`src/rtl/alu_shift_pkg.sv`:
```
// Shared encodings and helpers for the multi-cycle shift/rotate engine.
// CCR bit positions match the core ALU: {X,N,Z,V,C}.
package alu_shift_pkg;

  typedef enum logic [2:0] {
    OP_ASL  = 3'd0,
    OP_ASR  = 3'd1,
    OP_LSL  = 3'd2,
    OP_LSR  = 3'd3,
    OP_ROL  = 3'd4,
    OP_ROR  = 3'd5,
    OP_ROXL = 3'd6,
    OP_ROXR = 3'd7
  } shift_op_e;

  typedef enum logic [1:0] {
    SZ_BYTE = 2'b00,
    SZ_WORD = 2'b01,
    SZ_LONG = 2'b10,
    SZ_RSVD = 2'b11
  } shift_size_e;

  typedef enum logic [1:0] {
    ST_IDLE = 2'd0,
    ST_RUN  = 2'd1,
    ST_DONE = 2'd2
  } shift_state_e;

  localparam int unsigned CF = 0;
  localparam int unsigned VF = 1;
  localparam int unsigned ZF = 2;
  localparam int unsigned NF = 3;
  localparam int unsigned XF = 4;

  // Reserved size folds to word; long folds to word on a 16-bit datapath.
  function automatic shift_size_e eff_size(input logic [1:0] sz, input logic long_ok);
    case (sz)
      2'b00:   return SZ_BYTE;
      2'b10:   return long_ok ? SZ_LONG : SZ_WORD;
      default: return SZ_WORD;
    endcase
  endfunction

  function automatic logic [31:0] size_mask(input shift_size_e sz);
    case (sz)
      SZ_BYTE: return 32'h0000_00FF;
      SZ_LONG: return 32'hFFFF_FFFF;
      default: return 32'h0000_FFFF;
    endcase
  endfunction

  function automatic logic [4:0] size_msb(input shift_size_e sz);
    case (sz)
      SZ_BYTE: return 5'd7;
      SZ_LONG: return 5'd31;
      default: return 5'd15;
    endcase
  endfunction

endpackage

```
`src/rtl/alu_shift_step.sv`:
```
// Combinational step: applies k (0..BITS_PER_CYC) successive 1-bit shifts to
// the size-selected field, returning the new field, X, last bit out and ASL overflow.
module alu_shift_step
  import alu_shift_pkg::*;
#(
  parameter int unsigned DATA_W       = 32,
  parameter int unsigned BITS_PER_CYC = 1,
  localparam int unsigned KW          = $clog2(BITS_PER_CYC + 1)
) (
  input  logic [DATA_W-1:0] field_i,
  input  logic              x_i,
  input  shift_op_e         op_i,
  input  shift_size_e       size_i,
  input  logic [KW-1:0]     k_i,
  output logic [DATA_W-1:0] field_o,
  output logic              x_o,
  output logic              c_o,
  output logic              msb_chg_o
);

  localparam int unsigned MW = $clog2(DATA_W);

  logic [DATA_W-1:0] mask;
  logic [MW-1:0]     msb;
  logic [MW-1:0]     msb_m1;
  logic [DATA_W-1:0] f;
  logic              x;
  logic              c;
  logic              chg;
  logic              out;
  logic              fill;

  always_comb begin
    mask   = DATA_W'(size_mask(size_i));
    msb    = MW'(size_msb(size_i));
    msb_m1 = msb - MW'(1);
    f      = field_i & mask;
    x      = x_i;
    c      = 1'b0;
    chg    = 1'b0;
    out    = 1'b0;
    fill   = 1'b0;
    // Unrolled chain of 1-bit shifts; stages beyond k pass the value through.
    for (int unsigned i = 0; i < BITS_PER_CYC; i++) begin
      if (i < 32'(k_i)) begin
        case (op_i)
          OP_ASL, OP_LSL, OP_ROL, OP_ROXL: begin
            out = f[msb];
            if (op_i == OP_ASL && (f[msb] != f[msb_m1])) chg = 1'b1;
            f = (f << 1) & mask;
            if (op_i == OP_ROL)       f[0] = out;
            else if (op_i == OP_ROXL) f[0] = x;
          end
          default: begin
            out = f[0];
            case (op_i)
              OP_ASR:  fill = f[msb];
              OP_ROR:  fill = out;
              OP_ROXR: fill = x;
              default: fill = 1'b0;
            endcase
            f      = f >> 1;
            f[msb] = fill;
          end
        endcase
        c = out;
        if (op_i != OP_ROL && op_i != OP_ROR) x = out;
      end
    end
  end

  assign field_o   = f;
  assign x_o       = x;
  assign c_o       = c;
  assign msb_chg_o = chg;

endmodule

```
`src/rtl/alu_shift_seq.sv`:
```
// Multi-cycle shift/rotate engine beside the ALU: shifts a byte/word/long field
// BITS_PER_CYC positions per enT3 step and reports {X,N,Z,V,C}.
module alu_shift_seq
  import alu_shift_pkg::*;
#(
  parameter int unsigned DATA_W       = 32,
  parameter int unsigned BITS_PER_CYC = 1,
  parameter int unsigned CNT_W        = 6
) (
  input  logic              clk,
  input  logic              pwrUp,
  input  logic              enT3,
  input  logic              start,
  input  logic [2:0]        op,
  input  logic [1:0]        size,
  input  logic [CNT_W-1:0]  count,
  input  logic [DATA_W-1:0] dataIn,
  input  logic              xIn,
  output logic              busy,
  output logic              done,
  output logic [DATA_W-1:0] result,
  output logic [4:0]        ccrOut
);

  localparam int unsigned KW = $clog2(BITS_PER_CYC + 1);
  localparam int unsigned MW = $clog2(DATA_W);

  shift_state_e      state_q;
  shift_op_e         op_q;
  shift_size_e       size_q;
  logic [DATA_W-1:0] work_q;
  logic              x_q;
  logic              v_q;
  logic [CNT_W-1:0]  rem_q;
  logic              busy_q;
  logic              done_q;
  logic [DATA_W-1:0] result_q;
  logic [4:0]        ccr_q;

  shift_op_e         acc_op;
  shift_size_e       acc_size;
  logic              acc_c;
  logic [KW-1:0]     k;
  logic [DATA_W-1:0] mask_q;
  logic [DATA_W-1:0] merged_d;
  logic [CNT_W-1:0]  rem_d;
  logic              v_d;

  logic [DATA_W-1:0] stp_field;
  logic              stp_x;
  logic              stp_c;
  logic              stp_chg;

  function automatic logic [4:0] pack_ccr(input logic [DATA_W-1:0] val,
                                          input shift_size_e sz,
                                          input logic x, input logic v, input logic c);
    logic [DATA_W-1:0] m;
    logic [4:0]        flags;
    m         = DATA_W'(size_mask(sz));
    flags     = '0;
    flags[CF] = c;
    flags[VF] = v;
    flags[ZF] = ((val & m) == '0);
    flags[NF] = val[MW'(size_msb(sz))];
    flags[XF] = x;
    return flags;
  endfunction

  always_comb begin
    acc_op   = shift_op_e'(op);
    acc_size = eff_size(size, DATA_W == 32);
    // Zero-count rotate-through-X still reports C = X.
    acc_c    = (acc_op == OP_ROXL || acc_op == OP_ROXR) ? xIn : 1'b0;
    k        = (rem_q < CNT_W'(BITS_PER_CYC)) ? KW'(rem_q) : KW'(BITS_PER_CYC);
    mask_q   = DATA_W'(size_mask(size_q));
    merged_d = (work_q & ~mask_q) | (stp_field & mask_q);
    rem_d    = rem_q - CNT_W'(k);
    v_d      = v_q | stp_chg;
  end

  alu_shift_step #(
    .DATA_W      (DATA_W),
    .BITS_PER_CYC(BITS_PER_CYC)
  ) u_step (
    .field_i  (work_q),
    .x_i      (x_q),
    .op_i     (op_q),
    .size_i   (size_q),
    .k_i      (k),
    .field_o  (stp_field),
    .x_o      (stp_x),
    .c_o      (stp_c),
    .msb_chg_o(stp_chg)
  );

  always_ff @(posedge clk) begin
    if (pwrUp) begin
      state_q  <= ST_IDLE;
      op_q     <= OP_ASL;
      size_q   <= SZ_BYTE;
      work_q   <= '0;
      x_q      <= 1'b0;
      v_q      <= 1'b0;
      rem_q    <= '0;
      busy_q   <= 1'b0;
      done_q   <= 1'b0;
      result_q <= '0;
      ccr_q    <= '0;
    end else begin
      done_q <= 1'b0;
      case (state_q)
        ST_IDLE, ST_DONE: begin
          // DONE always lasts a single clk so done is a one-clk pulse.
          if (state_q == ST_DONE) state_q <= ST_IDLE;
          if (enT3 && start) begin
            op_q   <= acc_op;
            size_q <= acc_size;
            work_q <= dataIn;
            x_q    <= xIn;
            v_q    <= 1'b0;
            rem_q  <= count;
            if (count == '0) begin
              state_q  <= ST_DONE;
              done_q   <= 1'b1;
              result_q <= dataIn;
              ccr_q    <= pack_ccr(dataIn, acc_size, xIn, 1'b0, acc_c);
            end else begin
              state_q <= ST_RUN;
              busy_q  <= 1'b1;
            end
          end
        end
        ST_RUN: begin
          if (enT3) begin
            work_q <= merged_d;
            x_q    <= stp_x;
            v_q    <= v_d;
            rem_q  <= rem_d;
            if (rem_d == '0) begin
              state_q  <= ST_DONE;
              busy_q   <= 1'b0;
              done_q   <= 1'b1;
              result_q <= merged_d;
              ccr_q    <= pack_ccr(merged_d, size_q, stp_x, v_d, stp_c);
            end
          end
        end
        default: begin
          state_q <= ST_IDLE;
          busy_q  <= 1'b0;
        end
      endcase
    end
  end

  assign busy   = busy_q;
  assign done   = done_q;
  assign result = result_q;
  assign ccrOut = ccr_q;

endmodule
```
`config.mk`:
```
export PLATFORM = sky130hd
export DESIGN_NAME = alu_shift_seq
export DESIGN_NICKNAME = d
export VERILOG_FILES = /design/src/rtl/alu_shift_pkg.sv /design/src/rtl/alu_shift_step.sv /design/src/rtl/alu_shift_seq.sv
export SDC_FILE = /design/constraint.sdc
export NUM_CORES = 1
export LEC_CHECK = 0
export CAP_MARGIN = 20
export CORE_MARGIN = 2
export CORE_UTILIZATION = 35
export CTS_CLUSTER_SIZE = 10
export DETAILED_ROUTE_END_ITERATION = 10
export PLACE_DENSITY = 0.58
export SYNTH_ARGS = -nofsm -noshare
export SYNTH_HDL_FRONTEND = slang
export SYNTH_SLANG_ARGS = --single-unit
```
`constraint.sdc`:
```
create_clock -name clk -period 2.9 [get_ports clk]
set_clock_uncertainty 0.05 [all_clocks]
set_input_delay 0.435 -clock clk [delete_from_list [all_inputs] [get_ports clk]]
set_output_delay 0.435 -clock clk [all_outputs]
set_load 0.05 [all_outputs]
```
* Word-level counts from Yosys, hierarchy flattened *
Cells that the tools add are included.

storage, ports and cells
  logic and storage cells = 159
  register bits = 86
  output and inout bits = 39
  input bits = 48

operators by class
  magnitude comparators = 7
  bitwise operators = 9
  reduce and logical (&&, ||, !) cells = 22
  equal/unequal tests = 22
  add/sub/neg operators = 2
  multiplexer cells = 86

operators with widths
  kind                  count
  $mux W32              16
  $pmux W32 S2          4
  $and A32 B32 Y32      6
  $logic_not A32 Y1     2
  $mux W5               12
  $bwmux W32            1
  $not A32 Y32          1
  $or A32 B32 Y32       1
  $mux W1               30
  $pmux W5 S2           3
  $lt A5 B6 Y1 const B  4
  $bmux W1 S5           4
  $eq A3 B3 Y1 const B  6
  $logic_not A6 Y1      2
  $mux W6               2
  $pmux W6 S2           1
  $mux W2               5
  $ne A2 B2 Y1 const B  5
  $ne A3 B3 Y1 const B  3
  $eq A2 B2 Y1 const B  4
  $logic_not A2 Y1      4
  $pmux W1 S2           4
  $pmux W2 S2           2
  $lt A6 B1 Y1 const B  1
  21 further kinds      25

* Logic depth before layout (Yosys ltp) *
Gate-level depths: netlist (run 1).

  depth in word-level cells = 18
  depth in mapped cells = 11
  mapped depth without buffers = 10

* Cells and area by module *
From an unflattened synthesis (run 1), not the netlist that was laid out.

unflattened totals
  cell total of the unflattened synthesis = 658
  area total of the unflattened synthesis = 5068.6 sq um

modules (own cells, without submodules)
  module          cells each  sequential area each (sq um)  area an instance (sq um)  instances
  alu_shift_seq   513         1721.7                        4065.1                    1
  alu_shift_step  145         0.0                           1003.5                    1

* Worst setup path after synthesis (run 1) *
OpenSTA, ideal clock, no wires.

  path kind = register to register
  from = register rem_q[3]
  to = register ccr_q[3], in the netlist ccrOut[3]
  setup time = 86 ps
  buffers on the path = 2
  clock period less this slack = 2707 ps
  setup slack = 193 ps
  arrival = 2572 ps
  cell stages (with the launch flop) = 12
  required time = 2764 ps
  cells stage by stage = dfxtp_1 -> or3_4 -> nor2_1 -> buf_2 -> nor2_1 -> ha_1 -> nand2b_1 -> a31oi_1 -> o21a_1 -> clkbuf_1 -> a21oi_1 -> a211oi_1

between the ends
  word-level cells in the longest chain between the ends = 11
  elaborated cells on any way between the ends = 15
  those cells by class = add/sub: 1; order compare: 2; eq/ne: 1; mux: 7; bitwise: 2; reduce/logical: 2

ends and longest elaborated chain
  what                           line                  text
  from (decl)                    alu_shift_seq.sv:34   logic [CNT_W-1:0] rem_q;
  from (signal assigned)         alu_shift_seq.sv:121  rem_q <= count;
  from (signal assigned)         alu_shift_seq.sv:138  rem_q <= rem_d;
  $lt A6 B1 Y1                   alu_shift_seq.sv:74   k = (rem_q < CNT_W'(BITS_PER_CYC)) ? KW'(rem_q) : KW'(BITS_PER_CYC);
  $mux W1                        alu_shift_seq.sv:74
  $lt A1 B1 Y1                   alu_shift_step.sv:45  if (i < 32'(k_i)) begin
  $mux W32                       alu_shift_step.sv:45
  $and A32 B32 Y32               alu_shift_seq.sv:76   merged_d = (work_q & ~mask_q) | (stp_field & mask_q);
  $or A32 B32 Y32                alu_shift_seq.sv:76
  $bmux W1 S5                    alu_shift_seq.sv:64   flags[NF] = val[MW'(size_msb(sz))];
  $mux W1 (not written as such)  alu_shift_seq.sv:64
  $mux W5                        alu_shift_seq.sv:139  if (rem_d == '0) begin
  $mux W5                        alu_shift_seq.sv:134  if (enT3) begin
  $pmux W5 S2                    alu_shift_seq.sv:111  case (state_q)
  to (signal assigned)           alu_shift_seq.sv:126  ccr_q <= pack_ccr(dataIn, acc_size, xIn, 1'b0, acc_c);
  to (signal assigned)           alu_shift_seq.sv:144  ccr_q <= pack_ccr(merged_d, size_q, stp_x, v_d, stp_c);
  to (decl)                      alu_shift_seq.sv:38   logic [4:0] ccr_q;

Several ways; a longest one is shown, not always the timed one. The select of a mux whose other input is x is not followed.
A chain may end at the register's enable or synchronous reset.

* Final worst setup path (run 1) *
  from = register rem_q[0]
  to = register ccr_q[0], in the netlist ccrOut[0]

between the ends
  word-level cells in the longest chain between the ends = 7
  elaborated cells on any way between the ends = 11
  those cells by class = add/sub: 1; order compare: 2; eq/ne: 1; mux: 5; reduce/logical: 2

ends and longest elaborated chain
  what
  parallel branches: the longest is 7 deep, another holds $lt A6 B1 Y1

Parallel ways; which one is timed is not known. The select of a mux whose other input is x is not followed.

==> results of run 1 <==
-- per-stage QoR --
step | setup slack, ns | TNS [ns] | hold WS [ns] | cells | power [mW]
6_report | 0.187 | 0 | 0.410 | 856 | 3.53
3_3_place_gp | 0.268 | 0 | 0.393 | 837 | 2.19
5_1_grt | -0.000570 | -0.000570 | 0.439 | 856 | 3.70
2_1_floorplan | 0.193 | 0 | 0.386 | 606 | 1.91
3_5_place_dp | 0.207 | 0 | 0.401 | 837 | 2.20
4_1_cts | 0.170 | 0 | 0.411 | 853 | 3.55
-- cell families (layout without fill, tap and decap cells) --
| logic type | count (synthesis) | count (layout) | synth area share (%) |
|---|---|---|---|
| and+or+nand+nor | 234 | 234 | 22.2 |
| buffers and inverters | 60 | 134 | 5.79 |
| DFF | 86 | 86 | 35.9 |
| AOI/OAI and AO/OA | 193 | 193 | 29.2 |
| adders and majority gates | 1 | 1 | 0.261 |
| xor gates and xnor gates | 3 | 3 | 0.548 |
| muxes | 29 | 29 | 6.08 |
-- worst reg2reg max path, delay by kind of cell, from the launching register on --
| kind | cells | cell delay [ns] |
|---|---|---|
| compound gates | 2 | 0.38 |
| flops | 1 | 0.35 |
| buf+inv | 2 | 0.31 |
| fa+ha+maj | 1 | 0.31 |
| simple gates | 6 | 1.22 |
-- synthesized netlist by cell type, drive strengths merged, types with 5 or more instances --
library cell	count	area share, %
nor4	13	1.7
clkbuf	35	2.7
nand2	40	3.1
a211oi	82	15
buf	19	2.6
o21ai	17	2.0
a31oi	5	0.65
mux2i	28	5.8
a21oi	51	5.3
inv	6	0.47
o31ai	7	1.1
o21a	5	0.78
nor3	19	2.2
or3	5	0.86
nor2	124	9.7
nor2b	9	1.2
dfxtp	86	36
o211ai	6	0.94
-- layer usage --
metal | up-vias | track usage (%)
li1 | 2360 | -
met1 | 2263 | 27.3
met2 | 119 | 32.2
met3 | 31 | 4.23
met4 | 0 | 9.45
met5 | - | 0
-- registers in the layout, summed over array words and instances, names as in the netlist --
register,flops
ccrOut,5
busy,1
work_q,32
rem_q,6
size_q,2
state_q,2
op_q,3
result,32
v_q,1
x_q,1
done,1
-- where the power goes --
part	internal [mW]	total, mW	leakage [nW]	switching (mW)
sequential	1.26	1.35	0.702	0.0977
clock	0.841	1.34	0.159	0.501
combinational	0.337	0.838	1.14	0.500
-- layout make-up --
class	instances	area [sq um]
Multi-Input combinational cell	460	2810
Timing Repair Buffer	112	1090
Clock inverter	6	110
Tap cell	176	220
Inverter	6	22.5
Clock buffer	10	229
Sequential cell	86	1720
Fill cell	1341	7080
-- path summary, 6_finish.rpt --
| kind | startpoint | to | cells after the start |
|---|---|---|---|
| setup / recovery | rem_q[0] | ccrOut[0] | 11 |
| hold / removal | result[15] | result[15] | 2 |
| setup reg to reg | rem_q[0] | ccrOut[0] | 11 |
| hold reg to reg | result[15] | result[15] | 2 |
-- cell usage in the layout, fill, tap and decap left out, types with 10 or more instances in the layout --
cell type	synthesis	routed
sky130_fd_sc_hd__nor4_1	13	13
sky130_fd_sc_hd__a211oi_1	64	64
sky130_fd_sc_hd__nand2_1	40	40
sky130_fd_sc_hd__buf_4	0	23
sky130_fd_sc_hd__a21oi_1	51	50
sky130_fd_sc_hd__nor2_1	124	124
sky130_fd_sc_hd__nor3_1	17	17
sky130_fd_sc_hd__clkbuf_16	0	10
sky130_fd_sc_hd__a211oi_2	18	18
sky130_fd_sc_hd__mux2i_1	28	28
sky130_fd_sc_hd__dfxtp_1	86	85
sky130_fd_sc_hd__clkdlybuf4s50_1	0	85
sky130_fd_sc_hd__o21ai_0	16	16
-- repair_timing --
item,in CTS,in global routing
resized for setup,0,1
setup endpoints to repair,0,11
buffers inserted,0,2
==> impl_results.html, run 1 <==
<table>
<tr><th>Metric</th><th>Value</th></tr>
<tr><th colspan="2">Global route</th></tr>
<tr><td>Via count of the first global-routing pass</td><td>4555</td></tr>
<tr><td>Pin count of the biggest net entering global routing</td><td>52</td></tr>
<tr><td>Overall routing resource usage</td><td>20.6%</td></tr>
<tr><td>Wire length of the first global-routing pass</td><td>23.9 mm</td></tr>
<tr><td>Antenna violations before repair</td><td>0</td></tr>
<tr><td>Remaining global-route overflow</td><td>0</td></tr>
<tr><th colspan="2">Timing</th></tr>
<tr><td>Time the worst path needs with I/O delays and setup</td><td>2.71 ns</td></tr>
<tr><td>Number of pins exceeding their max-slew limit in the final report</td><td>0</td></tr>
<tr><td>Slew at the pin closest to its max-slew limit</td><td>0.634 ns</td></tr>
<tr><td>Final hold violation count</td><td>0</td></tr>
<tr><td>Fin crit share</td><td>93.5%</td></tr>
<tr><td>Relative slew slack</td><td>57.7%</td></tr>
<tr><td>Number of setup violations in the final report</td><td>0</td></tr>
<tr><td>Fmax</td><td>0.369 GHz</td></tr>
<tr><th colspan="2">Die</th></tr>
<tr><td>Core area</td><td>13300 sq um</td></tr>
<tr><td>Initial standard-cell utilization of the core</td><td>36.1%</td></tr>
<tr><td>Horizontal extent of the die</td><td>121 microns</td></tr>
<tr><td>Die outline height</td><td>121 microns</td></tr>
<tr><td>Row count</td><td>42</td></tr>
<tr><td>Boundary pin count</td><td>87</td></tr>
<tr><td>Full die area</td><td>14700 sq um</td></tr>
<tr><th colspan="2">Outcome</th></tr>
<tr><td>Result of the run</td><td>finished clean</td></tr>
<tr><th colspan="2">Clock tree</th></tr>
<tr><td>Num CTS Buffers</td><td>9</td></tr>
<tr><td>Clock network latency to the later pin of the worst-skew pair</td><td>0.35 ns</td></tr>
<tr><td>Number of hold buffers added after cts</td><td>0</td></tr>
<tr><td>Sink Count</td><td>86</td></tr>
<tr><td>Clock tree from TritonCTS</td><td>done</td></tr>
<tr><td>Htree depth</td><td>3</td></tr>
<tr><td>Clock transition at the registers of the reported paths</td><td>0.06 ns</td></tr>
<tr><td>Longest Clk Path Bufs</td><td>2</td></tr>
<tr><td>CTS root buf</td><td>sky130_fd_sc_hd__clkbuf_16</td></tr>
<tr><th colspan="2">Critical path</th></tr>
<tr><td>Path type of the worst setup path</td><td>reg2reg</td></tr>
<tr><td>Chain of cells forming the critical path</td><td>or3_1, nor2_1, nor2_1, ha_1, nand2_1, or3_4, o21ai_4, buf_4, buf_12, nor2_1, a311oi_2</td></tr>
<tr><td>Maximum fanout encountered on the critical timing path</td><td>23</td></tr>
<tr><td>Flop-to-flop setup slack</td><td>0.19 ns</td></tr>
<tr><td>CP Data Required Time</td><td>3.11 ns</td></tr>
<tr><td>Kind of cell with the highest combined delay on the critical path</td><td>simple AND/OR/NAND/NOR gates</td></tr>
<tr><td>Largest stage delay on the critical path</td><td>0.46 ns</td></tr>
<tr><td>Critical Path Source Type</td><td>flop</td></tr>
<tr><td>Critical path's most frequent cell</td><td>sky130_fd_sc_hd__nor2_1</td></tr>
<tr><td>Sort of element at the end of the critical path</td><td>flop</td></tr>
<tr><td>Buffers and inverters on the worst path</td><td>2</td></tr>
<tr><td>Slowest-stage cell, CP</td><td>sky130_fd_sc_hd__or3_1</td></tr>
<tr><td>Data arrival time of the critical path</td><td>2.92 ns</td></tr>
<tr><th colspan="2">Logic synthesis</th></tr>
<tr><td>Synthesis-stage register bit count</td><td>86</td></tr>
<tr><td>Synthesized area per cell</td><td>7.92 sq um</td></tr>
<tr><td>Count of flip-flops with a built-in enable after synthesis</td><td>0</td></tr>
<tr><td>Post-synthesis net count</td><td>655</td></tr>
<tr><td>Fraction of registers with async set or reset after synthesis</td><td>0%</td></tr>
<tr><td>Portion of the post-synthesis area used by sequential elements</td><td>35.9%</td></tr>
<tr><td>Number of distinct library cells after synthesis</td><td>53</td></tr>
<tr><td>Post-synthesis instance total</td><td>606</td></tr>
<tr><td>Number of warnings printed during yosys synthesis</td><td>0</td></tr>
<tr><td>Netlist area before placement</td><td>4800 sq um</td></tr>
<tr><td>Commonest register cell after synthesis</td><td>sky130_fd_sc_hd__dfxtp_1</td></tr>
<tr><th colspan="2">Pwr</th></tr>
<tr><td>Max VDD drop</td><td>0.324 mV</td></tr>
<tr><td>Power Dens Cells</td><td>569 nW/um^2</td></tr>
<tr><td>Lkg Pwr</td><td>2.00 nW</td></tr>
<tr><th colspan="2">Finish</th></tr>
<tr><td>Number of antenna cells inserted</td><td>0</td></tr>
<tr><td>Share of cells above drive strength 1</td><td>10.9%</td></tr>
<tr><td>Final layout net count</td><td>724</td></tr>
<tr><td>Non-Filler Cell Area, Final</td><td>6210 sq um</td></tr>
<tr><td>Final Core Density</td><td>46.7%</td></tr>
<tr><td>Area growth syn-to-layout</td><td>29.4%</td></tr>
<tr><th colspan="2">Route</th></tr>
<tr><td>Per-cell via count in the routed design</td><td>5.58</td></tr>
<tr><td>Number of iterations in the first detailed-routing pass</td><td>5</td></tr>
<tr><td>Total wirelength of the detailed-routed design</td><td>14.8 mm</td></tr>
<tr><td>Highest Signal Layer</td><td>met4</td></tr>
<tr><td>Met2 wire length</td><td>6.68 mm</td></tr>
<tr><td>Detailed-route DRC error count</td><td>0</td></tr>
<tr><td>Number of vias after detailed routing</td><td>4773</td></tr>
<tr><td>Number of DRC markers in iteration 0</td><td>319</td></tr>
<tr><td>Sum of met3 wire segment lengths after detailed routing</td><td>733 microns</td></tr>
<tr><td>Routed WL per cell</td><td>17.3 microns</td></tr>
<tr><td>Post-DRT Antenna Nets</td><td>0</td></tr>
<tr><td>Met1 WL</td><td>6.91 mm</td></tr>
<tr><th colspan="2">Place</th></tr>
<tr><td>Number of input and output port buffers inserted</td><td>86</td></tr>
<tr><td>Gp weighted congestion</td><td>0.912</td></tr>
<tr><td>Placed inst area</td><td>5830 sq um</td></tr>
<tr><td>Detail Placement HPWL</td><td>10.7 mm</td></tr>
<tr><th colspan="2">Min path</th></tr>
<tr><td>Hold crit path type</td><td>reg2reg</td></tr>
<tr><th colspan="2">Flow run</th></tr>
<tr><td>Max-capacitance violation count</td><td>0</td></tr>
</table>
Note: power is estimated with default switching activity, not from simulation.
==> inputs of run 2 (changes only) <==
--- a/config.mk
+++ b/config.mk
@@ -5,6 +5,7 @@
 export SDC_FILE = /design/constraint.sdc
 export NUM_CORES = 1
 export LEC_CHECK = 0
+export ABC_AREA = 1
 export CAP_MARGIN = 20
 export CORE_MARGIN = 2
 export CORE_UTILIZATION = 35
==> impl_results.html, run 2 <==
<table>
<tr><th>Metric</th><th>Value</th></tr>
<tr><th colspan="2">Place</th></tr>
<tr><td>Gp weighted congestion</td><td>0.955 (+4.7%)</td></tr>
<tr><td>Placed inst area</td><td>5930 sq um (+1.8%)</td></tr>
<tr><td>Detail Placement HPWL</td><td>11.0 mm (+3.4%)</td></tr>
<tr><td>Number of instances in the placed design</td><td>1001 (+20%)</td></tr>
<tr><td>Worst setup slack after placement</td><td>0.403 ns (+0.196 ns)</td></tr>
<tr><td>Number of input and output port buffers inserted</td><td>86 (unchanged)</td></tr>
<tr><th colspan="2">Finish</th></tr>
<tr><td>Register Area</td><td>1720 sq um (about the same)</td></tr>
<tr><td>Fill cell instance count of the final layout</td><td>1462 (+9.0%)</td></tr>
<tr><td>Area growth syn-to-layout</td><td>25.3%</td></tr>
<tr><td>Most common cell after layout, fill and taps aside</td><td>sky130_fd_sc_hd__nand2_1</td></tr>
<tr><td>Total area of multi-input combinational cells</td><td>2750 sq um (-2.2%)</td></tr>
<tr><td>Share of cells above drive strength 1</td><td>7.29% (-3.6 points)</td></tr>
<tr><td>Final Core Density</td><td>44.9% (-1.9 points)</td></tr>
<tr><td>Number of antenna cells inserted</td><td>0 (unchanged)</td></tr>
<tr><td>Non-Filler Cell Area, Final</td><td>6230 sq um (+0.26%)</td></tr>
<tr><td>Commonest cells after routing, fill and taps aside</td><td>sky130_fd_sc_hd__nand2_1, sky130_fd_sc_hd__dfxtp_1, sky130_fd_sc_hd__clkdlybuf4s50_1</td></tr>
<tr><td>Final layout net count</td><td>881 (+22%)</td></tr>
<tr><td>Final Instance Count excl. Fillers</td><td>1017 (+19%)</td></tr>
<tr><th colspan="2">Pwr</th></tr>
<tr><td>Lkg Pwr</td><td>2.63 nW (+32%)</td></tr>
<tr><td>Max VDD drop</td><td>0.384 mV (+19%)</td></tr>
<tr><td>Power Total</td><td>4.17 mW (+18%)</td></tr>
<tr><td>Power Dens Cells</td><td>670 nW/um^2 (+18%)</td></tr>
<tr><th colspan="2">Outcome</th></tr>
<tr><td>Result of the run</td><td>finished clean</td></tr>
<tr><th colspan="2">Route</th></tr>
<tr><td>Number of DRC markers in iteration 0</td><td>505 (+58%)</td></tr>
<tr><td>Number of vias after detailed routing</td><td>5277 (+11%)</td></tr>
<tr><td>Number of iterations in the first detailed-routing pass</td><td>6 (+1)</td></tr>
<tr><td>Total wirelength of the detailed-routed design</td><td>15.5 mm (+5.2%)</td></tr>
<tr><td>Post-DRT Antenna Nets</td><td>0 (unchanged)</td></tr>
<tr><td>Routed WL per cell</td><td>15.3 microns (-11%)</td></tr>
<tr><td>Per-cell via count in the routed design</td><td>5.19 (-6.9%)</td></tr>
<tr><td>Detailed-route DRC error count</td><td>0 (unchanged)</td></tr>
<tr><th colspan="2">Die</th></tr>
<tr><td>Full die area</td><td>15200 sq um (+3.5%)</td></tr>
<tr><td>Die outline height</td><td>123 microns (+1.7%)</td></tr>
<tr><td>Horizontal extent of the die</td><td>123 microns (+1.7%)</td></tr>
<tr><td>Boundary pin count</td><td>87 (unchanged)</td></tr>
<tr><td>Initial standard-cell utilization of the core</td><td>35.8% (-0.28 points)</td></tr>
<tr><td>Core area</td><td>13900 sq um (+4.4%)</td></tr>
<tr><td>Row count</td><td>43 (+2.4%)</td></tr>
<tr><th colspan="2">Global route</th></tr>
<tr><td>Antenna violations before repair</td><td>0 (unchanged)</td></tr>
<tr><td>Wire length of the first global-routing pass</td><td>24.4 mm (+2.0%)</td></tr>
<tr><td>Overall routing resource usage</td><td>20.8% (+0.20 points)</td></tr>
<tr><td>Pin count of the biggest net entering global routing</td><td>53 (+1.9%)</td></tr>
<tr><td>Remaining global-route overflow</td><td>0 (unchanged)</td></tr>
<tr><td>Via count of the first global-routing pass</td><td>4806 (+5.5%)</td></tr>
<tr><th colspan="2">Clock tree</th></tr>
<tr><td>Clock transition at the registers of the reported paths</td><td>0.07 ns (about the same)</td></tr>
<tr><td>Num CTS Buffers</td><td>9 (unchanged)</td></tr>
<tr><td>Post-CTS setup-driven buffer insertion count</td><td>0 (unchanged)</td></tr>
<tr><td>Number of hold buffers added after cts</td><td>0 (unchanged)</td></tr>
<tr><td>Sink Count</td><td>86 (unchanged)</td></tr>
<tr><td>Longest Clk Path Bufs</td><td>2 (unchanged)</td></tr>
<tr><td>Htree depth</td><td>3 (unchanged)</td></tr>
<tr><td>Post_cts resized</td><td>0 (unchanged)</td></tr>
<tr><td>Clock network latency to the later pin of the worst-skew pair</td><td>0.36 ns (about the same)</td></tr>
<tr><td>Clock tree from TritonCTS</td><td>done</td></tr>
<tr><td>CTS root buf</td><td>sky130_fd_sc_hd__clkbuf_16</td></tr>
<tr><th colspan="2">Logic synthesis</th></tr>
<tr><td>Netlist area before placement</td><td>4970 sq um (+3.6%)</td></tr>
<tr><td>Most numerous cell types in the synthesized netlist</td><td>sky130_fd_sc_hd__nand2_1, sky130_fd_sc_hd__dfxtp_1, sky130_fd_sc_hd__o21ai_0, sky130_fd_sc_hd__inv_1, sky130_fd_sc_hd__nor2_1</td></tr>
<tr><td>Synthesis-stage register bit count</td><td>86 (unchanged)</td></tr>
<tr><td>Fraction of synthesized cell area taken by the top area cell type</td><td>34.6% (-1.2 points)</td></tr>
<tr><td>Post-synthesis instance total</td><td>768 (+27%)</td></tr>
<tr><td>Post-synthesis net count</td><td>817 (+25%)</td></tr>
<tr><td>Dominant cell type by area after synthesis</td><td>sky130_fd_sc_hd__dfxtp_1</td></tr>
<tr><td>Fraction of registers with async set or reset after synthesis</td><td>0% (unchanged)</td></tr>
<tr><td>Commonest register cell after synthesis</td><td>sky130_fd_sc_hd__dfxtp_1</td></tr>
<tr><td>Number of distinct library cells after synthesis</td><td>38 (-28%)</td></tr>
<tr><td>Cell with the most instances after synthesis</td><td>sky130_fd_sc_hd__nand2_1</td></tr>
<tr><td>Portion of the post-synthesis area used by sequential elements</td><td>34.6% (-1.2 points)</td></tr>
<tr><td>Count of flip-flops with a built-in enable after synthesis</td><td>0 (unchanged)</td></tr>
<tr><td>Number of warnings printed during yosys synthesis</td><td>0 (unchanged)</td></tr>
<tr><td>Synthesized area per cell</td><td>6.47 sq um (-18%)</td></tr>
<tr><td>Area contributors post-synth</td><td>sky130_fd_sc_hd__dfxtp_1, sky130_fd_sc_hd__nand2_1, sky130_fd_sc_hd__o21ai_0, sky130_fd_sc_hd__a21oi_1, sky130_fd_sc_hd__inv_1</td></tr>
<tr><th colspan="2">Critical path</th></tr>
<tr><td>Reg-to-Reg End</td><td>ccrOut[3]</td></tr>
<tr><td>Critical path's most frequent cell</td><td>sky130_fd_sc_hd__nand2_1</td></tr>
<tr><td>Chain of cells forming the critical path</td><td>nor2_4, nand3_4, nand2_1, inv_1, ha_1, xor2_1, nor2_1, nand3_2, o21ai_4, inv_2, a31oi_1, nand2_1, a21oi_1</td></tr>
<tr><td>Sort of element at the end of the critical path</td><td>flop</td></tr>
<tr><td>Path type of the worst setup path</td><td>reg2reg</td></tr>
<tr><td>Largest stage delay on the critical path</td><td>0.36 ns (-0.10 ns)</td></tr>
<tr><td>Cell depth of the worst flop-to-flop path</td><td>13 (+2)</td></tr>
<tr><td>Data arrival time of the critical path</td><td>2.76 ns (-0.16 ns)</td></tr>
<tr><td>Maximum fanout encountered on the critical timing path</td><td>21 (-8.7%)</td></tr>
<tr><td>CP Data Required Time</td><td>3.15 ns (+0.04 ns)</td></tr>
<tr><td>Flop-to-flop setup slack</td><td>0.38 ns (+0.19 ns)</td></tr>
<tr><td>Launching point of the worst reg2reg path</td><td>rem_q[2]</td></tr>
<tr><td>Critical Path Source Type</td><td>flop</td></tr>
<tr><td>Slowest-stage cell, CP</td><td>sky130_fd_sc_hd__dfxtp_1</td></tr>
<tr><th colspan="2">Timing</th></tr>
<tr><td>Final hold violation count</td><td>0 (unchanged)</td></tr>
<tr><td>Fmax</td><td>0.397 GHz (+7.7%)</td></tr>
<tr><td>Tightest hold margin</td><td>0.415 ns (+0.00421 ns)</td></tr>
<tr><td>TNS Setup</td><td>0 ns (unchanged)</td></tr>
<tr><td>Time the worst path needs with I/O delays and setup</td><td>2.52 ns (-0.195 ns)</td></tr>
<tr><td>Fin crit share</td><td>86.8% (-6.7 points)</td></tr>
<tr><td>Number of pins exceeding their max-slew limit in the final report</td><td>0 (unchanged)</td></tr>
<tr><td>Relative slew slack</td><td>39.8% (-18 points)</td></tr>
<tr><td>Slew at the pin closest to its max-slew limit</td><td>0.902 ns (+0.268 ns)</td></tr>
<tr><td>Setup slack after layout</td><td>0.382 ns (+0.195 ns)</td></tr>
<tr><td>Number of setup violations in the final report</td><td>0 (unchanged)</td></tr>
<tr><td>RSZ-0062 raised after global routing</td><td>false</td></tr>
<tr><th colspan="2">Min path</th></tr>
<tr><td>Cell depth of the worst min-delay path</td><td>2 (unchanged)</td></tr>
<tr><td>Hold wc startpoint</td><td>result[24]</td></tr>
<tr><td>Hold crit path type</td><td>reg2reg</td></tr>
<tr><td>Hold Path End</td><td>result[24]</td></tr>
<tr><th colspan="2">Flow run</th></tr>
<tr><td>Max-capacitance violation count</td><td>0 (unchanged)</td></tr>
</table>
run 2: cells by family (layout without fill, tap and decap cells):
kind of cell               count (synthesis)  in the layout  synth area share [%]
AOI/OAI and AO/OA                        199            199                  23.7
xor gates and xnor gates                   3              3                 0.529
adders and majority gates                  1              1                 0.252
buffers and inverters                    117            186                  10.1
DFF                                       86             86                  34.6
muxes                                      2              2                 0.403
and+or+nand+nor                          360            360                  30.4
run 2: layout make-up:
class / instances / share of cell area, %
Clock buffer: 9 / 3.62
Clock inverter: 7 / 1.19
Inverter: 70 / 4.26
Multi-Input combinational cell: 565 / 44.2
Sequential cell: 86 / 27.6
Tap cell: 180 / 3.62
Timing Repair Buffer: 100 / 15.5
run 2: worst max-delay path: cells and delay by family, from the launching register on:
kind            cells  cell delay (ns)
fa+ha+maj           1             0.21
simple gates        6             0.80
compound gates      3             0.55
buf+inv             2             0.30
xor+xnor            1             0.17
flops               1             0.36
run 2: worst max path at each step:
stage | start | end | cells after the start
floorplan | rem_q[2] | result[11] | 11
global placement | rem_q[2] | ccrOut[3] | 13
detailed placement | rem_q[2] | ccrOut[3] | 13
CTS | rem_q[2] | ccrOut[3] | 13
global route | rem_q[2] | ccrOut[3] | 13
finish | rem_q[2] | ccrOut[3] | 13
run 2: power by group:
part | internal, mW | switching, mW | total (mW)
Sequential | 1.32 | 0.125 | 1.44
Clock | 0.670 | 0.526 | 1.20
Combinational | 0.502 | 1.03 | 1.53
run 2: metal layers:
metal,wire [microns],global-route usage (%),share of wire (%),vias to the layer above
met3,1060,5.12,6.8,25
met2,6670,30.8,43,209
met5,0,0,0,-
met1,7520,29.3,48,2378
met4,284,7.39,1.8,0
li1,-,-,-,2665
